--- config.mk ---
export PLATFORM = sky130hd
export DESIGN_NAME = rom_arbiter
export DESIGN_NICKNAME = d
export VERILOG_FILES = /design/src/rtl/rom_arbiter.sv
export SDC_FILE = /design/constraint.sdc
export NUM_CORES = 1
export LEC_CHECK = 0
export ABC_AREA = 1
export CAP_MARGIN = 10
export CELL_PAD_IN_SITES_DETAIL_PLACEMENT = 1
export CELL_PAD_IN_SITES_GLOBAL_PLACEMENT = 1
export CORE_UTILIZATION = 46
export CTS_CLUSTER_SIZE = 24
export DETAILED_ROUTE_END_ITERATION = 16
export DONT_BUFFER_PORTS = 1
export PLACE_DENSITY_LB_ADDON = 0.1
export RECOVER_POWER = 100
export SLEW_MARGIN = 20
export SYNTH_ARGS = -nofsm -noshare
export SYNTH_HDL_FRONTEND = slang
export SYNTH_SLANG_ARGS = --single-unit
--- constraint.sdc ---
create_clock -name clk -period 3.81 [get_ports clk]
set_clock_uncertainty 0.2 [all_clocks]
set_input_delay 0.9525 -clock clk [delete_from_list [all_inputs] [get_ports clk]]
set_output_delay 0.9525 -clock clk [all_outputs]
set_load 0.03 [all_outputs]
--- src/rtl/rom_arbiter.sv ---
// rom_arbiter: two-port round-robin arbiter in front of a synchronous ROM.
// One read every 3 cycles: IDLE (arbitrate) -> ADDR (ROM samples) -> DATA (capture).
module rom_arbiter #(
    parameter int ADDR_W = 7,
    parameter int DATA_W = 32,
    parameter int ROM_W  = 48
) (
    input  logic              clk,
    input  logic              rst,
    input  logic              req0,
    input  logic [ADDR_W-1:0] addr0,
    output logic              gnt0,
    output logic              valid0,
    input  logic              req1,
    input  logic [ADDR_W-1:0] addr1,
    output logic              gnt1,
    output logic              valid1,
    output logic [DATA_W-1:0] rdata,
    output logic [ADDR_W-1:0] rom_addr,
    input  logic [ROM_W-1:0]  rom_data,
    output logic              busy
);
    typedef enum logic [1:0] {IDLE, ADDR, DATA} state_t;
    state_t state;
    logic last, cur, win0;
    logic [ROM_W-DATA_W-1:0] unused_hi;

    assign unused_hi = rom_data[ROM_W-1:DATA_W];
    // last=1 means port 1 was granted last, so port 0 wins a tie
    assign win0 = req0 & (~req1 | last);
    assign busy = state != IDLE;

    always_ff @(posedge clk or posedge rst) begin
        if (rst) begin
            state    <= IDLE;
            rom_addr <= '0;
            rdata    <= '0;
            gnt0     <= 1'b0;
            gnt1     <= 1'b0;
            valid0   <= 1'b0;
            valid1   <= 1'b0;
            last     <= 1'b1;
            cur      <= 1'b0;
        end else begin
            gnt0   <= 1'b0;
            gnt1   <= 1'b0;
            valid0 <= 1'b0;
            valid1 <= 1'b0;
            case (state)
                IDLE: if (req0 | req1) begin
                    state    <= ADDR;
                    rom_addr <= win0 ? addr0 : addr1;
                    gnt0     <= win0;
                    gnt1     <= ~win0;
                    cur      <= ~win0;
                    last     <= ~win0;
                end
                ADDR: state <= DATA;
                DATA: begin
                    state  <= IDLE;
                    rdata  <= rom_data[DATA_W-1:0];
                    valid0 <= ~cur;
                    valid1 <= cur;
                end
                default: state <= IDLE;
            endcase
        end
    end
endmodule

==> run_results.csv, run 1 <==
group,metric,value,unit
routing,drt_wl_total,4440,um
clock_tree,clockRootBuffer,"clkbuf_8",
floorplanning,core_region_area,4030,um2
sta,layout_worst_path_cycle_share,73.2,%
global_routing,number_of_antenna_violations_at_the_first_check_in_global_routing,0,
synth,yosysWarningCount,0,
synth,post_synth_inst_count,224,
clock_tree,clock_sinks,47,
sta,unrepaired_setup_endpoints_after_global_routing,"no",
floorplanning,fp.dieH,67.2,um
clock_tree,worst_setup_hold_path_clk_slew,0.08,ns
clock_tree,cts_htree_levels,2,
power_and_ir_drop,net_switching_fraction_of_the_power,52.4,%
synth,yosys_register_bits,47,
setup_path,critical_path.slowest_cell,"inv_1",
setup_path,max_stage_delay,0.76,ns
synth,synth-seq-area-share,60.2,%
synth,synth_compound_gate_area_share,0.512,%
synth,synth.distinct_cells,16,
floorplanning,top_level_ports,110,
synth,syn-mean-instance-area,8.74,um2
synth,cell_type_contributing_the_most_total_cell_area_after_synthesis,"dfrtp_1",
synth,postSynthNetCount,290,
sta,fmax,359,MHz
power_and_ir_drop,static-leakage-power,1.13,nW
power_and_ir_drop,vdd.ir_drop.worst,385,uV
routing,drt_first_pass_iters,4,
cells_and_area,top_regs,"rdata: 32 flops, rom_addr: 7 flops, state: 2 flops",
setup_path,cp-end-kind,"output pin",
synth,synthesis.area,1960,um2
clock_tree,post_cts_buffers,0,
clock_tree,worst_skew_pair.late_latency,0.28,ns
place,dp_hpwl,3150,um
synth,postSynth.topFlopCell,"dfrtp_1",
global_routing,grtUsageMet3,5.74,%
routing,routed-via-count,1451,
global_routing,global_route.usage.met2,38.5,%
power_and_ir_drop,power.sequential.fraction,62.4,%
sta,setup-tns-final,0,ns
setup_path,cp.buffers_inverters,1,
synth,number_of_enable_type_register_cells_in_the_synthesized_netlist,0,
floorplanning,initial_utilization,48.6,%
outcome,violations,"max-capacitance violations, max-slew violations",
sta,tightestPinTransition,1.73,ns
cells_and_area,fin_util,50.2,%
synth,post_synth_fa_ha_maj_area_fraction,0,%
power_and_ir_drop,net-switching-power,1.12,mW
sta,period_minus_slack,2.79,ns
cells_and_area,largest-register,"rdata",
cells_and_area,largest_reg_flops,32,
sta,timing.final.hold_violations,0,
setup_path,r2r_start,"state[0]",
place,port-buffer-count,0,
setup_path,startpoint_type,"flip-flop",
routing,post_dr_wirelength_cell,16.4,um
global_routing,grt_pass1_wl,6910,um
routing,via_density,5.35,
place,place_congestion,0.661,
synth,synth_commonest_cells,"87 x nand2_1, 46 x dfrtp_1, 46 x nand3_1",
floorplanning,placement_rows,23,
setup_path,crit_chain,"inv_1 > nand2_4",
routing,drc,0,
hold_path,holdCritStartpoint,"cur",
cells_and_area,area.growth.synth_to_final,3.39,%
power_and_ir_drop,p_int,1.02,mW
synth,synthSimpleGateAreaFrac,31.3,%
cells_and_area,seqCellArea,1180,um2
routing,final_antenna_net_count,0,
clock_tree,cts-hold-fix-buffers,0,
synth,library_cell_with_the_highest_instance_count_after_synthesis,"nand2_1",
clock_tree,tritoncts,"done",
floorplanning,floorplan.die.width,67.2,um
synth,dominant_combinational_cell_family_by_area_after_synthesis,"simple AND/OR/NAND/NOR gates",
global_routing,busiest_metal_layer_after_global_routing,"met2",
routing,drt-initial-drc-count,106,
setup_path,worstPathRequired,2.66,ns
clock_tree,max-clock-path-buffers,2,
sta,finalSetupViolations,0,
power_and_ir_drop,power.share.combinational,24.5,%
setup_path,startpoint,"state[0]",
floorplanning,die-area,4520,um2
synth,synth_area_leaders,"dfrtp_1 59%, nand2_1 17%, nand3_1 12%",
global_routing,grt_pass1_vias,1511,
setup_path,cp_data_arrival_time,1.64,ns
global_routing,grt_use_total,20.8,%
outcome,run_status,"finished, violations left",
run,maxCapViolCount,1,
synth,async_flop_share,100,%
setup_path,timing.setup.critical_path_class,"reg -> out",
sta,fin_hold_ws,0.235,ns
global_routing,globalRouteMet1Util,22.3,%
cells_and_area,nFillCells,488,
sta,slew-limit-headroom,-15.4,%
cells_and_area,antenna_cells_inserted,0,
cells_and_area,final_stage_net_count,286,
cells_and_area,multiInputGateArea,613,um2
synth,post_synth_xor_area_fraction,0,%
power_and_ir_drop,pwr_per_cell_area,1060,nW/um2
global_routing,largest_net_degree_at_the_start_of_global_routing,48,
cells_and_area,proportion_of_layout_cells_with_a_drive_suffix_above_1,5.43,%
hold_path,hold_path_class,"reg -> reg",
synth,synth.area.mux_share,0,%
synth,proportion_of_netlist_area_held_by_the_largest_area_contributor,58.8,%
setup_path,worstPathMaxFanout,35,
power_and_ir_drop,power.clock.fraction,13.1,%
sta,maxSlewViolCount,48,
clock_tree,post_cts_resize_count,0,
setup_path,crit_family,"buffers and inverters",
clock_tree,cts_buffers,5,
global_routing,grt-ovfl-total,0,
-- layout make-up --
| type | instances | area share (%) |
|---|---|---|
| Inverter | 21 | 4.02 |
| Sequential cell | 47 | 58.2 |
| Multi-Input combinational cell | 144 | 30.3 |
| Clock inverter | 1 | 0.247 |
| Tap cell | 50 | 3.09 |
| Timing Repair Buffer | 1 | 0.371 |
| Clock buffer | 7 | 3.77 |
-- metrics by stage --
step                instances  setup slack (ns)  instance area [um2]  power (mW)
floorplan                 224              1.54                 1960        1.76
global placement          263              1.69                 1950        1.83
detailed placement        263              1.63                 1950        1.89
CTS                       271              1.30                 2030        2.17
global route              271             0.728                 2020        2.29
finish                    271              1.02                 2020        2.13
-- layout by cell type (no fill, tap or decap), drive strengths merged --
cell    Yosys  routed
nand2      90      90
nand3      46      46
dfrtp      46      46
inv        21      21
clkbuf      0       7
nor2        6       6
o21ai       2       2
clkinv      0       1
dfstp       1       1
buf        12       1
-- kinds of logic after synthesis --
| kind of cell | count (synthesis) |
|---|---|
| AND/OR/NAND/NOR | 142 |
| flip-flops | 47 |
| buffers and inverters | 33 |
| AO/OA/AOI/OAI | 2 |
-- power by group through the flow --
stage	clock (mW)	sequential, mW	combinational [mW]
detailed placement	0	1.35	0.549
global route	0.308	1.36	0.620
finish	0.279	1.33	0.523
floorplan	0	1.29	0.468
global placement	0	1.33	0.491
CTS	0.289	1.34	0.550
-- final timing paths --
check	slack (ns)	endpoint	cells past startpoint
max	1.02	busy	2
min	0.23	valid0	1
max reg2reg	1.03	rom_addr[5]	6
min reg2reg	0.23	valid0	1
max in group asynchronous	1.50	rom_addr[6]	1
min in group asynchronous	0.90	rdata[0]	1
-- per-layer routing --
layer	vias to the layer above	routed length, um	share of wire, %
met4	0	73	1.6
met5	-	0	0
li1	684	-	-
met1	700	1740	39
met3	6	353	8.0
met2	61	2270	51
(Power assumes the default switching activity.)
==> run 2, diff against run 1 <==
--- a/config.mk
+++ b/config.mk
@@ -9,7 +9,7 @@
 export CAP_MARGIN = 10
 export CELL_PAD_IN_SITES_DETAIL_PLACEMENT = 1
 export CELL_PAD_IN_SITES_GLOBAL_PLACEMENT = 1
-export CORE_UTILIZATION = 46
+export CORE_UTILIZATION = 43
 export CTS_CLUSTER_SIZE = 24
 export DETAILED_ROUTE_END_ITERATION = 16
 export DONT_BUFFER_PORTS = 1
==> constraint.sdc (replaced) <==
create_clock -name clk -period 2.9 [get_ports clk]
set_clock_uncertainty 0.2 [all_clocks]
set_input_delay 0.725 -clock clk [delete_from_list [all_inputs] [get_ports clk]]
set_output_delay 0.725 -clock clk [all_outputs]
set_load 0.03 [all_outputs]
==> run_results.csv, run 2 (same netlist as run 1, synthesis figures left out) <==
group,metric,value,unit
floorplanning,initial_utilization,44.9,%
floorplanning,placement_rows,24,
place,dpl-instance-area,1960,um2
clock_tree,worst_skew_pair.late_latency,0.29,ns
global_routing,grt-ovfl-total,0,
cells_and_area,post-route-cell-area,2040,um2
setup_path,cp_data_arrival_time,2.14,ns
sta,fmax,463,MHz
power_and_ir_drop,pwr_total,2.82,mW
routing,highest-signal-layer,"met4",
cells_and_area,final_common_cell,"nand2_1",
routing,length_of_routed_met3_wiring,305,um
power_and_ir_drop,vdd.ir_drop.worst,461,uV
routing,drc,0,
floorplanning,die-area,4820,um2
setup_path,critical_path.reg2reg.endpoint,"rdata[2]",
cells_and_area,area.growth.synth_to_final,4.03,%
clock_tree,post_cts_buffers,0,
setup_path,timing.setup.critical_path_class,"reg -> reg",
routing,m1WireLength,1780,um
clock_tree,worst_setup_hold_path_clk_slew,0.08,ns
setup_path,cp-end-kind,"flip-flop",
place,dp_hpwl,3090,um
run,maxCapViolCount,1,
routing,post_dr_wirelength_cell,16.2,um
place,port-buffer-count,0,
routing,dr_wl_met2,2270,um
floorplanning,fp.dieH,69.5,um
floorplanning,top_level_ports,110,
clock_tree,cts-hold-fix-buffers,0,
power_and_ir_drop,pwr_per_cell_area,1390,nW/um2
power_and_ir_drop,static-leakage-power,1.13,nW
global_routing,number_of_antenna_violations_at_the_first_check_in_global_routing,0,
global_routing,largest_net_degree_at_the_start_of_global_routing,48,
global_routing,grt_pass1_vias,1559,
routing,via_density,5.35,
cells_and_area,proportion_of_layout_cells_with_a_drive_suffix_above_1,5.41,%
setup_path,reg2regPathDepth,5,
sta,finalSetupViolations,0,
sta,tightestPinTransition,1.73,ns
setup_path,r2r_setup_slack,0.74,ns
place,dp_slack,1.04,ns
sta,layout_worst_path_cycle_share,74.4,%
cells_and_area,largest-register,"rdata",
floorplanning,core_region_area,4350,um2
routing,final_antenna_net_count,0,
clock_tree,cts_buffers,5,
clock_tree,clockRootBuffer,"clkbuf_8",
clock_tree,post_cts_resize_count,0,
outcome,violations,"max-capacitance violations, max-slew violations",
routing,drt_wl_total,4430,um
outcome,run_status,"finished, violations left",
sta,timing.final.hold_violations,0,
hold_path,holdCritStartpoint,"cur",
global_routing,grt_use_total,19.8,%
global_routing,grt_pass1_wl,7550,um
place,place_congestion,0.691,
cells_and_area,mostFrequentLayoutCells,"90 x nand2_1, 46 x nand3_1, 46 x dfrtp_1",
sta,setup-tns-final,0,ns
cells_and_area,top_regs,"rdata: 32 flops, rom_addr: 7 flops, state: 2 flops",
hold_path,hold_path_class,"reg -> reg",
hold_path,holdPathStages,1,
routing,drt-initial-drc-count,53,
cells_and_area,antenna_cells_inserted,0,
setup_path,worstPathMaxFanout,34,
sta,period_minus_slack,2.16,ns
clock_tree,clock_sinks,47,
routing,routed-via-count,1466,
floorplanning,floorplan.die.width,69.5,um
hold_path,min_to,"valid0",
routing,drt_first_pass_iters,4,
sta,maxSlewViolCount,48,
sta,slew-limit-headroom,-15.5,%
cells_and_area,final_stage_net_count,287,
setup_path,startpoint_type,"flip-flop",
sta,unrepaired_setup_endpoints_after_global_routing,"no",
clock_tree,tritoncts,"done",
clock_tree,cts_htree_levels,2,
clock_tree,max-clock-path-buffers,2,
sta,timing.final.ws_setup,0.742,ns
setup_path,worstPathRequired,2.88,ns
cells_and_area,largest_reg_flops,32,
setup_path,r2r_start,"state[0]",
==> run 2: area by class of cell <==
type / count / area, um2
fillers: 501 / 2320
well taps: 52 / 65.1
clock inverters: 1 / 8.76
flip-flops and latches: 47 / 1180
inverters: 21 / 80.1
clock buffers: 7 / 86.3
multi-input cells: 144 / 603
repair buffers: 2 / 15.0
==> run 2: critical path, stage by stage, from the launching register on <==
cell and delay (ns):
dfrtp_1 0.36, inv_1 0.07, buf_4 0.33, nand2_1 0.73, nand2_1 0.27, nand2_1 0.08
==> run 2: metal layers <==
metal / track usage [%] / vias up
met3: 6.69 / 10
met5: 0 / -
li1: - / 681
met1: 22.6 / 713
met2: 34.4 / 62
met4: 7.26 / 0
==> run 2: worst max path at each step <==
stage / depth (start not counted) / endpoint / from / slack [ns]
after floorplan: 1 / cur / rst / 0.86
after global placement: 5 / rdata[31] / state[0] / 1.18
after detailed placement: 5 / rdata[2] / state[0] / 1.04
after CTS: 5 / rdata[2] / state[0] / 1.03
after global routing: 1 / rdata[18] / rst / 0.45
final: 5 / rdata[2] / state[0] / 0.74
==> run 2: through the flow <==
| step | hold WS (ns) | utilization [%] | instances |
|---|---|---|---|
| 3_5_place_dp | 0.223 | 45.1 | 266 |
| 6_report | 0.230 | 46.8 | 274 |
| 2_1_floorplan | 0.203 | - | 224 |
| 3_3_place_gp | 0.215 | 45.1 | 266 |
| 5_1_grt | 0.257 | 46.8 | 274 |
| 4_1_cts | 0.235 | 47.2 | 274 |
==> run 2: report_power, final <==
group / leakage, nW / switching, mW / internal, mW
clock: 0.0484 / 0.209 / 0.195
combinational: 0.503 / 0.477 / 0.201
sequential: 0.581 / 0.776 / 0.966
==> run 3, diff against run 2 <==
--- a/config.mk
+++ b/config.mk
@@ -9,7 +9,7 @@
 export CAP_MARGIN = 10
 export CELL_PAD_IN_SITES_DETAIL_PLACEMENT = 1
 export CELL_PAD_IN_SITES_GLOBAL_PLACEMENT = 1
-export CORE_UTILIZATION = 43
+export CORE_UTILIZATION = 39
 export CTS_CLUSTER_SIZE = 24
 export DETAILED_ROUTE_END_ITERATION = 16
 export DONT_BUFFER_PORTS = 1
==> constraint.sdc (replaced) <==
create_clock -name clk -period 1.7 [get_ports clk]
set_clock_uncertainty 0.2 [all_clocks]
set_input_delay 0.425 -clock clk [delete_from_list [all_inputs] [get_ports clk]]
set_output_delay 0.425 -clock clk [all_outputs]
set_load 0.03 [all_outputs]
==> run_results.csv, run 3 (same netlist as run 1, synthesis figures left out) <==
group,metric,value,unit
clock_tree,cts-hold-fix-buffers,1,
sta,unrepaired_setup_endpoints_after_global_routing,"no",
clock_tree,clockRootBuffer,"clkbuf_8",
clock_tree,post_cts_resize_count,0,
floorplanning,placement_rows,25,
sta,finalSetupViolations,0,
setup_path,cp_data_arrival_time,0.97,ns
clock_tree,post_cts_buffers,0,
floorplanning,floorplan.die.width,72.8,um
sta,setup-tns-final,0,ns
place,port-buffer-count,0,
cells_and_area,largest_reg_flops,32,
cells_and_area,post-route-cell-area,2130,um2
power_and_ir_drop,static-leakage-power,1.17,nW
global_routing,grt_pass1_wl,7500,um
routing,routed-via-count,1487,
setup_path,cp-end-kind,"output pin",
run,maxCapViolCount,0,
sta,fmax,627,MHz
hold_path,hold_path_class,"in -> reg",
sta,layout_worst_path_cycle_share,93.8,%
floorplanning,initial_utilization,40.9,%
clock_tree,cts_htree_levels,2,
cells_and_area,area.growth.synth_to_final,8.70,%
cells_and_area,proportion_of_layout_cells_with_a_drive_suffix_above_1,10.1,%
routing,drt-initial-drc-count,32,
cells_and_area,final_common_cell,"nand2_1",
sta,period_minus_slack,1.59,ns
setup_path,startpoint_type,"flip-flop",
routing,via_density,5.04,
routing,drt_first_pass_iters,4,
setup_path,worstPathRequired,1.07,ns
sta,slew-limit-headroom,68.6,%
global_routing,largest_net_degree_at_the_start_of_global_routing,33,
clock_tree,worst_skew_pair.late_latency,0.29,ns
clock_tree,worst_setup_hold_path_clk_slew,0.08,ns
global_routing,grt_use_total,18.9,%
place,place_congestion,0.703,
floorplanning,core_region_area,4790,um2
setup_path,timing.setup.critical_path_class,"reg -> out",
sta,maxSlewViolCount,0,
floorplanning,die-area,5300,um2
global_routing,grt-ovfl-total,0,
cells_and_area,seqCellArea,1180,um2
clock_tree,clock_sinks,47,
power_and_ir_drop,pwr_per_cell_area,2310,nW/um2
cells_and_area,final_stage_net_count,294,
cells_and_area,top_regs,"rdata: 32 flops, rom_addr: 7 flops, state: 2 flops",
routing,drt_wl_total,4620,um
routing,final_antenna_net_count,0,
place,dp_hpwl,3460,um
cells_and_area,mostFrequentLayoutCells,"88 x nand2_1, 46 x nand3_1, 46 x dfrtp_1",
floorplanning,top_level_ports,110,
place,dpl-instance-area,2040,um2
floorplanning,fp.dieH,72.8,um
cells_and_area,multiInputGateArea,616,um2
setup_path,worstPathMaxFanout,6,
cells_and_area,nFillCells,579,
setup_path,max_stage_delay,0.38,ns
clock_tree,max-clock-path-buffers,2,
sta,timing.final.hold_violations,0,
cells_and_area,largest-register,"rdata",
outcome,run_status,"finished, final reports clean",
clock_tree,tritoncts,"done",
clock_tree,cts_buffers,5,
routing,drc,0,
power_and_ir_drop,vdd.ir_drop.worst,1120,uV
global_routing,grt_pass1_vias,1650,
routing,post_dr_wirelength_cell,15.7,um
cells_and_area,antenna_cells_inserted,0,
setup_path,crit_chain,"inv_2 > nand2_2",
setup_path,critical_path.slowest_cell,"dfrtp_1",
global_routing,number_of_antenna_violations_at_the_first_check_in_global_routing,0,
sta,tightestPinTransition,0.471,ns
-- run 3: changes by cell type in the layout (fill, tap and decap cells not counted), sizes merged --
cell,before,now
buf,2,6
clkbuf,7,8
dlygate4sd3,0,1
-- run 3: worst max-delay path: cells and delay by family (launching register included) --
| family | cells | cell delay, ns |
|---|---|---|
| buffers and inverters | 1 | 0.11 |
| DFF | 1 | 0.38 |
| and+or+nand+nor | 1 | 0.18 |
-- run 3: final timing paths --
kind	start	end	slack [ns]	depth (start not counted)
max	state[0]	busy	0.11	2
min	rom_data[2]	rdata[2]	0.06	2
max reg2reg	last	cur	0.17	5
min reg2reg	cur	valid0	0.24	1
max in group asynchronous	rst	rdata[16]	0.24	3
min in group asynchronous	rst	rdata[19]	0.42	2
-- run 3: layout make-up --
type	instances	area share [%]
flip-flops and latches	47	55.4
multi-input cells	144	28.9
inverters	21	4.00
well taps	67	3.94
clock buffers	6	3.88
repair buffers	9	3.65
clock inverters	1	0.235
-- run 3: routing by layer --
layer	GRT usage, %	wire [um]	vias to the layer above
met1	19.2	1710	718
met4	7.63	95	0
li1	-	-	699
met2	34.3	2430	61
met5	0	0	-
met3	7.46	374	9
-- run 3: where the power goes --
| part | internal, mW | switching [mW] | total (mW) |
|---|---|---|---|
| registers | 1.65 | 1.33 | 2.98 |
| clock network | 0.319 | 0.351 | 0.670 |
| logic | 0.421 | 0.840 | 1.26 |
| total | 2.39 | 2.52 | 4.91 |
-- run 3: per-stage QoR --
stage	util, %	total power [mW]	worst slack [ns]	hold WS (ns)	instances
finish	44.4	4.91	0.106	0.0628	295
global route	44.4	5.26	0.0624	0.0594	295
floorplan	-	3.94	0.394	0.203	224
detailed placement	42.7	4.34	0.199	0.149	287
CTS	44.7	5.02	0.128	0.0589	295
global placement	42.7	4.22	0.228	0.139	287
